[src/rtl/stack_sequencer.sv]
// stack_sequencer: walks a push/pop register mask, issuing one stack bus cycle per set bit and tracking SP.
// Define STACK_SEQUENCER_WRAP_FAULT_EN to add the SP wrap detector on wrap_fault.
module stack_sequencer #(
    parameter int MASK_W      = 16,
    parameter int ADDR_W      = 16,
    parameter int DATA_W      = 16,
    parameter int STEP        = 2,
    parameter int DISCARD_BIT = 5
) (
    input  logic                      clk,
    input  logic                      reset,
    input  logic                      start,
    input  logic                      push,
    input  logic [MASK_W-1:0]         mask,
    input  logic [ADDR_W-1:0]         sp_in,
    output logic                      busy,
    output logic                      done,
    output logic [ADDR_W-1:0]         sp_out,
    output logic                      req,
    output logic                      req_we,
    output logic [ADDR_W-1:0]         req_addr,
    output logic [$clog2(MASK_W)-1:0] req_index,
    output logic [DATA_W-1:0]         req_wdata,
    input  logic [DATA_W-1:0]         wdata_in,
    input  logic                      ack,
    input  logic [DATA_W-1:0]         rdata,
    output logic                      wb_valid,
    output logic [$clog2(MASK_W)-1:0] wb_index,
    output logic [DATA_W-1:0]         wb_data,
    output logic                      wrap_fault
);
    localparam int IW = $clog2(MASK_W);
    localparam logic [ADDR_W-1:0] STEP_A = ADDR_W'(STEP);

    typedef enum logic [1:0] {IDLE, RUN, FIN} state_t;

    state_t              state_q, state_d;
    logic                push_q, push_d;
    logic [MASK_W-1:0]   mask_q, mask_d, rest;
    logic [ADDR_W-1:0]   sp_q, sp_d;
    logic                wb_valid_q, wb_valid_d;
    logic [IW-1:0]       wb_index_q, wb_index_d, lo, hi, sel;
    logic [DATA_W-1:0]   wb_data_q, wb_data_d;
    logic                fire;

    // Push walks low-to-high, pop walks high-to-low so a pop undoes a push.
    always_comb begin
        lo = '0;
        hi = '0;
        for (int i = MASK_W - 1; i >= 0; i--) if (mask_q[i]) lo = IW'(i);
        for (int i = 0; i < MASK_W; i++) if (mask_q[i]) hi = IW'(i);
    end

    assign sel  = push_q ? lo : hi;
    assign fire = (state_q == RUN) && ack;
    assign rest = mask_q & ~(MASK_W'(1) << sel);

    always_ff @(posedge clk or posedge reset) begin
        if (reset) state_q <= IDLE;
        else       state_q <= state_d;
    end

    always_comb begin
        state_d = state_q;
        if (state_q == IDLE && start) state_d = (|mask) ? RUN : FIN;
        else if (state_q == FIN) state_d = IDLE;
        else if (fire && rest == '0) state_d = FIN;
    end

    always_comb begin
        busy      = state_q == RUN;
        req       = state_q == RUN;
        done      = state_q == FIN;
        req_we    = req && push_q;
        req_index = req ? sel : '0;
        req_addr  = req ? (push_q ? sp_q - STEP_A : sp_q) : '0;
        req_wdata = wdata_in;
        sp_out    = sp_q;
        wb_valid  = wb_valid_q;
        wb_index  = wb_index_q;
        wb_data   = wb_data_q;
    end

    always_comb begin
        push_d = push_q;
        mask_d = mask_q;
        sp_d   = sp_q;
        if (state_q == IDLE && start) begin
            push_d = push;
            mask_d = mask;
            sp_d   = sp_in;
        end else if (fire) begin
            mask_d = rest;
            sp_d   = push_q ? sp_q - STEP_A : sp_q + STEP_A;
        end
        wb_valid_d = fire && !push_q && sel != IW'(DISCARD_BIT);
        wb_index_d = (fire && !push_q) ? sel : wb_index_q;
        wb_data_d  = (fire && !push_q) ? rdata : wb_data_q;
    end

    always_ff @(posedge clk or posedge reset) begin
        if (reset) begin
            push_q     <= 1'b0;
            mask_q     <= '0;
            sp_q       <= '0;
            wb_valid_q <= 1'b0;
            wb_index_q <= '0;
            wb_data_q  <= '0;
        end else begin
            push_q     <= push_d;
            mask_q     <= mask_d;
            sp_q       <= sp_d;
            wb_valid_q <= wb_valid_d;
            wb_index_q <= wb_index_d;
            wb_data_q  <= wb_data_d;
        end
    end

`ifdef STACK_SEQUENCER_WRAP_FAULT_EN
    logic wrap_q, wrap_d;

    // All-ones minus STEP is ~STEP, the highest SP that pops without wrapping.
    assign wrap_d = fire && (push_q ? sp_q < STEP_A : sp_q > ~STEP_A);

    always_ff @(posedge clk or posedge reset) begin
        if (reset) wrap_q <= 1'b0;
        else       wrap_q <= wrap_d;
    end

    assign wrap_fault = wrap_q;
`else
    assign wrap_fault = 1'b0;
`endif
endmodule

[config.mk]
export PLATFORM = sky130hd
export DESIGN_NAME = stack_sequencer
export DESIGN_NICKNAME = d
export VERILOG_FILES = /design/src/rtl/stack_sequencer.sv
export SDC_FILE = /design/constraint.sdc
export NUM_CORES = 1
export LEC_CHECK = 0
export BUFFER_PORTS_ARGS = -buffer_cell sky130_fd_sc_hd__buf_2
export CAP_MARGIN = 25
export CORE_MARGIN = 2
export CORE_UTILIZATION = 40
export CTS_CLUSTER_DIAMETER = 200
export DETAILED_ROUTE_END_ITERATION = 12
export PLACE_DENSITY = 0.68
export SYNTH_ARGS = -nofsm -noshare
export SYNTH_HDL_FRONTEND = slang
export SYNTH_SLANG_ARGS = --single-unit
[constraint.sdc]
create_clock -name clk -period 7.7 [get_ports clk]
set_input_delay 0.385 -clock clk [delete_from_list [all_inputs] [get_ports clk]]
set_output_delay 0.385 -clock clk [all_outputs]
set_load 0.01 [all_outputs]
After elaboration in Yosys (flattened, before gate mapping):

Index checks and enable logic that the tools add are counted.

* bits of input ports: 69
* output and inout port bits: 78
* logic and storage cells: 71
* bits in registers: 56

* shift-type cells: 1
* bitwise operators: 2
* $add $sub $neg: 2
* reduce and logical (&&, ||, !) cells: 12
* equality and inequality tests: 3
* multiplexer cells: 44

Operators with widths (count)
* $mux 4: 32
* $mux 16: 7
* $add 16x2->16 const B: 1
* $and 16x16->16: 1
* $logic_not 16->1: 1
* $not 16->16: 1
* $reduce_or 16->1: 1
* $shl 1x4->16 const A: 1
* $sub 16x2->16 const B: 1
* $mux 2: 4
* $logic_and 1x1->1: 6
* $ne 4x3->1 const B: 1
* $reduce_bool 3->1: 1
* $eq 2x1->1 const B: 1
* $eq 2x2->1 const B: 1
* $logic_not 2->1: 1
* $reduce_bool 2->1: 1
* $logic_not 1->1: 1
* $mux 1: 1

Longest topological paths before layout:

Gate-level depths: netlist of run 1.

* depth in word-level cells: 25
* gate-level depth with buffers: 11
* mapped depth without buffers: 9

Worst setup path before layout of run 1:

OpenSTA, ideal clock, no wires.

* kind: register to output
* start: reg sp_q[2] (netlist: sp_out[2])
* end: out req_addr[14]
* data arrival time: 2382 ps
* buffers on the path: 0
* data required time: 7315 ps
* stages on the path, launching flop included: 9
* path slack: 4933 ps
* cells stage by stage: dfrtp_1 > nor4b_4 > nand2_2 > or3_4 > or3_4 > or3_4 > nor3_4 > xnor2_1 > nor2_1

* word-level cells in the longest chain between the ends: 3

RTL lines
* start, declared: line 40 `logic [ADDR_W-1:0] sp_q, sp_d;`
* start signal, assigned: line 112 `sp_q <= sp_d;`
* $sub 16x2->16: line 76 `req_addr = req ? (push_q ? sp_q - STEP_A : sp_q) : '0;`
* $mux 16 (2 in series): line 76
* end, declared: line 21 `output logic [ADDR_W-1:0] req_addr,`

No other way between the ends.

Final worst setup path of run 1:

* start: reg push_q
* end: out req_addr[14]

* word-level cells in the longest chain between the ends: 2

RTL lines
* start, declared: line 38 `logic push_q, push_d;`
* start signal, assigned: line 110 `push_q <= push_d;`
* $mux 16 (2 in series): line 76

No other way between the ends.

==> impl_metrics.tcl, run 1 <==
set metrics [dict create \
    status "completed" \
    end_kind "output port" \
    power_leakage_nw 1.90 \
    multi_input_area_mm2 0.00200 \
    min_period_over_period 0.483 \
    worst_pin_slew_ps 880 \
    crit_path_start_kind "register" \
    detailed_place_hpwl_mm 7.48 \
    fin_tns_setup_ps 0 \
    ctsResizeCount 0 \
    nNetsFinal 584 \
    syn_area_mm2 0.00367 \
    die_area_mm2 0.00997 \
    clock-root-buffer "clkbuf_8" \
    core_mm2 0.00881 \
    skew_ps 9.40 \
    vias 3413 \
    p_per_area_mw_per_mm2 449 \
    grt_pass1_wl_mm 16.8 \
    grt.total_usage 0.206 \
    yosys_register_bits 56 \
    slew_viol_final 0 \
    hold_class "in -> async" \
    max-vdd-ir-drop_v 0.000267 \
    synthFlopType "dfrtp_1" \
    fp.dieW_um 99.8 \
    ys_types 56 \
    synth-edff-count 0 \
    setup_viol_count_final 0 \
    use_met2 0.343 \
    max_cap_violations 0 \
    yosysSeqAreaShare 0.381 \
    diodes 0 \
    grt_max_degree 57 \
    drive_gt1_frac 0.305 \
    path_class "reg -> out" \
    drc_errors 0 \
    crit_required_ps 7320 \
    globalplace.congestion 0.908 \
    yosysWarningCount 0 \
    syn_to_final_growth_pct 16.1 \
    worst_ep_arrival_time_ps 3330 \
    numCtsBuffers 5 \
    worstPathMaxFanout 27 \
    ioPinCount 147 \
    syn_nets 504 \
    n_fill_cell 892 \
    async_flop_share 1.00 \
    die_h_um 99.8 \
    regArea_mm2 0.00140 \
    first_pass_iters 4 \
    path_buf_inv 1 \
    post_cts_buffers 0 \
    critical-path-top-delay-family "simple AND/OR/NAND/NOR gates" \
    fmax_ghz 0.269 \
    r2r_cells 9 \
    fin_util 0.485 \
    cts_hold_buffers 0 \
    busiest_layer "met2" \
    worst_path_max_delay_cell "dfrtp_1" \
    grt_antenna_before_repair 0 \
    drtIter0Drc 234 \
    use_met3 0.0383 \
    path_depth 9 \
    io_buffers 113 \
    crit_top_cell "or3_4" \
    p_total_mw 1.91 \
    cts_tree "built" \
    rsz0062_at_grt "no" \
    cpPeakStageDelay_ps 880 \
    drtAntennaViolNets 0 \
    wl_per_cell_um 16.1 \
    clk_latency_ps 320 \
    cts_sinks 56 \
    viasPerCell 5.50 \
    grt_pass1_vias 3508 \
    avgSynthCellArea_um2 8.52 \
    drt-total-wl_mm 9.97 \
    met1_usage 0.284 \
    clockBufferDepth 2 \
    crit_chain "nor4b_4 > nand2_2 > or3_4 > or3_4 > or3_4 > nor3_4 > xnor2_1 > nor2_1 > buf_2" \
    ctsHtreeMaxLevel 2 \
    slew_headroom 0.413 \
    min_period_ps 3720 \
    synthCells 431 \
    hold_viol 0 \
    num_rows 34 \
    globalRouteOverflowTotal 0 \
    initial_utilization 0.417 \
    cts.clk_slew.worst_paths_ps 110 \
]
==> worst paths after layout <==
check	startpoint	to	slack, ps
worst max-delay path	push_q	req_addr[14]	3980
worst min-delay path	reset	mask_q[5]	240
worst max register to register	push_q	state_q[0]	4530
worst min register to register	wb_data[14]	wb_data[14]	520
max in group asynchronous	reset	sp_out[3]	6980
min in group clk	sp_in[0]	sp_out[0]	260
==> worst register-to-register path: stages (launching register included) <==
cell and delay [ps]:
dfrtp_1 690, nor3_1 350, nor2b_1 180, a31oi_1 60, o211a_2 370, or2_1 320, o31a_1 300, or3_1 360
nor4_2 280, o21ai_0 130
==> Yosys cell counts (6+ instances only) <==
master	count	area, um^2
nor2_1	58	218
dfrtp_1	56	1400
nand2_1	47	176
o21ai_0	34	170
a21oi_1	32	160
buf_4	18	135
clkbuf_1	17	63.8
a22o_1	16	140
mux2_2	16	180
xnor2_1	14	123
xor2_1	11	96.3
inv_1	10	37.5
nor2b_1	9	56.3
nor4_1	8	50.1
a211oi_1	6	45.0
nor3_1	6	30.0
==> layer usage <==
layer  vias up  routed length (um)
met1      1618                4430
met3        16                 678
met2       127                4740
met5         -                   0
met4         0                 116
li1       1652                   -
==> metrics by stage <==
stage	instances	setup slack, ps	instance area [um^2]	hold slack (ps)
after global routing	620	3760	4270	266
final	620	3980	4270	244
after floorplan	431	4930	3670	490
after detailed placement	612	4340	4170	493
after CTS	620	3990	4270	251
after global placement	611	4430	4160	473
==> state kept, by name, indices dropped and copies added (netlist names) <==
| signal | count |
|---|---|
| push_q | 1 |
| wb_index | 4 |
| sp_out | 16 |
| mask_q | 16 |
| state_q | 2 |
| wb_data | 16 |
| wb_valid | 1 |
==> logic make-up (layout without fill, tap and decap cells) <==
group                    Yosys count  count (layout)  synth area share
XOR/XNOR                          25              25            0.0596
adder cells (fa/ha/maj)            4               4            0.0136
multiplexers                      16              16            0.0490
AND/OR/NAND/NOR                  160             160             0.218
buffers and inverters             53             134            0.0746
AO/OA/AOI/OAI                    116             116             0.203
other                              1               1           0.00102
flip-flops                        56              56             0.381
==> placed cells by master, fill, tap and decap left out, types with 2 or more instances in the layout <==
| master | instances |
|---|---|
| buf_2 | 113 |
| nor2_1 | 57 |
| dfrtp_1 | 56 |
| nand2_1 | 47 |
| o21ai_0 | 34 |
| a21oi_1 | 32 |
| a22o_1 | 16 |
| mux2_2 | 16 |
| xnor2_1 | 14 |
| xor2_1 | 11 |
| inv_1 | 9 |
| nor2b_1 | 8 |
| nor4_1 | 8 |
| nor3_1 | 6 |
| a211oi_1 | 6 |
| a31oi_1 | 5 |
| clkbuf_8 | 5 |
| nand2b_1 | 4 |
| o31ai_1 | 4 |
| ha_1 | 4 |
| nor4_2 | 3 |
| or3_1 | 3 |
| and2_1 | 3 |
| nand4_1 | 3 |
| or3_4 | 3 |
| and3_1 | 3 |
| nor3b_1 | 2 |
| o211ai_1 | 2 |
| o31a_1 | 2 |
| inv_6 | 2 |
| buf_4 | 2 |
==> power by group <==
group          leakage, nW  switching (mW)  internal [mW]
clock network       0.0452           0.107         0.0667
registers            0.679           0.202          0.425
logic                 1.17           0.648          0.465
total                 1.90           0.957          0.956
==> cell type report <==
type,instances,area share
Sequential cell,56,0.328
Multi-Input combinational cell,322,0.470
Clock inverter,3,0.00587
Clock buffer,5,0.0161
Inverter,10,0.00880
Tap cell,108,0.0317
Timing Repair Buffer,116,0.140
(Power assumes the default switching activity.)
==> run 2: changes to the inputs <==
- clock period: 7.7 -> 3.6 ns (I/O delays scaled with it)
==> run 2 against run 1 <==
- final area increased by 0.94%
- flip-flop and latch count unchanged
- power increased by 120%
- clock power increased by 110%
- combinational power increased by 120%
- highest routed layer unchanged
==> impl_metrics.tcl, run 2 (synthesis gave the netlist of run 1 again) <==
set metrics [dict create \
    grt_pass1_wl_mm 16.7 \
    regArea_mm2 0.00140 \
    slew_headroom 0.411 \
    min_period_ps 3240 \
    setup_viol_count_final 0 \
    status "completed" \
    core_mm2 0.00881 \
    r2r_slack_ps 650 \
    vias 3482 \
    numCtsBuffers 5 \
    fin_tns_setup_ps 0 \
    detailed_place_hpwl_mm 7.67 \
    max_cap_violations 0 \
    first_pass_iters 5 \
    clk_latency_ps 320 \
    io_buffers 113 \
    skew_ps 9.68 \
    layout_common_cells "buf_2 (113), nor2_1 (57), dfrtp_1 (56)" \
    fmax_ghz 0.309 \
    cts_tree "built" \
    fp.dieW_um 99.8 \
    hold_viol 0 \
    clockBufferDepth 2 \
    min-delay-start "sp_in[0]" \
    max-vdd-ir-drop_v 0.000510 \
    grt_pass1_vias 3451 \
    worstReg2RegEnd "state_q[0]" \
    hold_depth 3 \
    globalplace.congestion 0.993 \
    p_clk_frac 0.090 \
    layout_commonest_cell "buf_2" \
    wl_per_cell_um 16.4 \
    grt.total_usage 0.209 \
    drt-total-wl_mm 10.3 \
    power_leakage_nw 1.92 \
    rr_startpoint "push_q" \
    num_rows 34 \
    hold_end "sp_out[0]" \
    slew_viol_final 0 \
    drtIter0Drc 175 \
    fin_util 0.489 \
    drive_gt1_frac 0.311 \
    r2r_cells 9 \
    drc_errors 0 \
    nNetsFinal 590 \
    drtAntennaViolNets 0 \
    worstPathMaxFanout 16 \
    grt_max_degree 34 \
    ioPinCount 147 \
    cts_sinks 56 \
    ctsHtreeMaxLevel 2 \
    grt_antenna_before_repair 0 \
    worst_ep_arrival_time_ps 3060 \
    switching_share 0.500 \
    n_fill_cell 883 \
    diodes 0 \
    hold_class "in -> reg" \
    die_h_um 99.8 \
    globalRouteOverflowTotal 0 \
    viasPerCell 5.56 \
    p_per_area_mw_per_mm2 962 \
    crit_path_start_kind "register" \
    die_area_mm2 0.00997 \
    min_period_over_period 0.899 \
    path_class "reg -> out" \
    clock-root-buffer "clkbuf_8" \
    p_int_mw 2.07 \
    pwr-share-seq 0.321 \
    end_kind "output port" \
    syn_to_final_growth_pct 17.2 \
    worst_pin_slew_ps 883 \
    p_sw_mw 2.07 \
    rsz0062_at_grt "no" \
    initial_utilization 0.417 \
    power_frac_comb 0.589 \
    multi_input_area_mm2 0.00200 \
    crit_required_ps 3420 \
    cts.clk_slew.worst_paths_ps 110 \
]
-- run 2: cell types whose count changed in the layout (fill, tap and decap cells not counted), sizes merged --
cell         change
dlygate4sd3      +1
buf              +5
-- run 2: stage by stage --
stage / worst slack, ps / hold slack (ps) / cells / power [mW] / cell area [um^2]
after CTS: 360 / 53.0 / 626 / 4.15 / 4310
after floorplan: 1040 / 285 / 431 / 2.93 / 3670
after detailed placement: 689 / 249 / 617 / 3.76 / 4200
after global routing: 42.2 / 55.2 / 626 / 4.50 / 4310
after global placement: 767 / 244 / 617 / 3.72 / 4200
final: 364 / 51.9 / 626 / 4.14 / 4310
-- run 2: metal layers --
| metal | GRT usage | part of all wire | up-vias |
|---|---|---|---|
| met5 | 0 | 0 | - |
| met1 | 0.287 | 0.46 | 1661 |
| met3 | 0.0404 | 0.069 | 12 |
| met2 | 0.339 | 0.46 | 147 |
| li1 | - | - | 1662 |
| met4 | 0.0537 | 0.010 | 0 |
-- run 2: critical path, cell delays in order (launching register included) --
cell and delay (ps):
dfrtp_1 680, nor4b_4 370, nand2_2 120, or3_4 360, or3_4 350, or3_4 370
nor3_4 170, xnor2_1 140, nor2_1 60, buf_2 140
-- run 2: power by group through the flow --
stage / registers, mW / clock network, mW / logic, mW
final: 1.33 / 0.374 / 2.44
after global routing: 1.39 / 0.421 / 2.70
after CTS: 1.32 / 0.389 / 2.44
after detailed placement: 1.33 / 0 / 2.43
after global placement: 1.32 / 0 / 2.39
after floorplan: 1.26 / 0 / 1.67
-- run 2: cell type report --
class                           instances  area share
Clock buffer                            5      0.0160
Multi-Input combinational cell        322       0.465
Inverter                               10     0.00872
Timing Repair Buffer                  122       0.148
Clock inverter                          3     0.00581
Sequential cell                        56       0.325
Tap cell                              108      0.0314
-- run 2: timing repair --
action,CTS,global route
buffers inserted,0,0
endpoints found under the hold margin,23,0
gates resized for setup,0,0
hold buffers,1,0
endpoints found under the setup margin,0,0
-- run 2: how the worst max path moves through the flow --
stage | end | slack (ps) | start
after floorplan | req_addr[14] | 1040 | sp_out[2]
after global placement | req_addr[14] | 770 | push_q
after detailed placement | state_q[0] | 690 | push_q
after CTS | req_addr[14] | 360 | push_q
after global routing | req_addr[15] | 40 | push_q
final | req_addr[14] | 360 | push_q
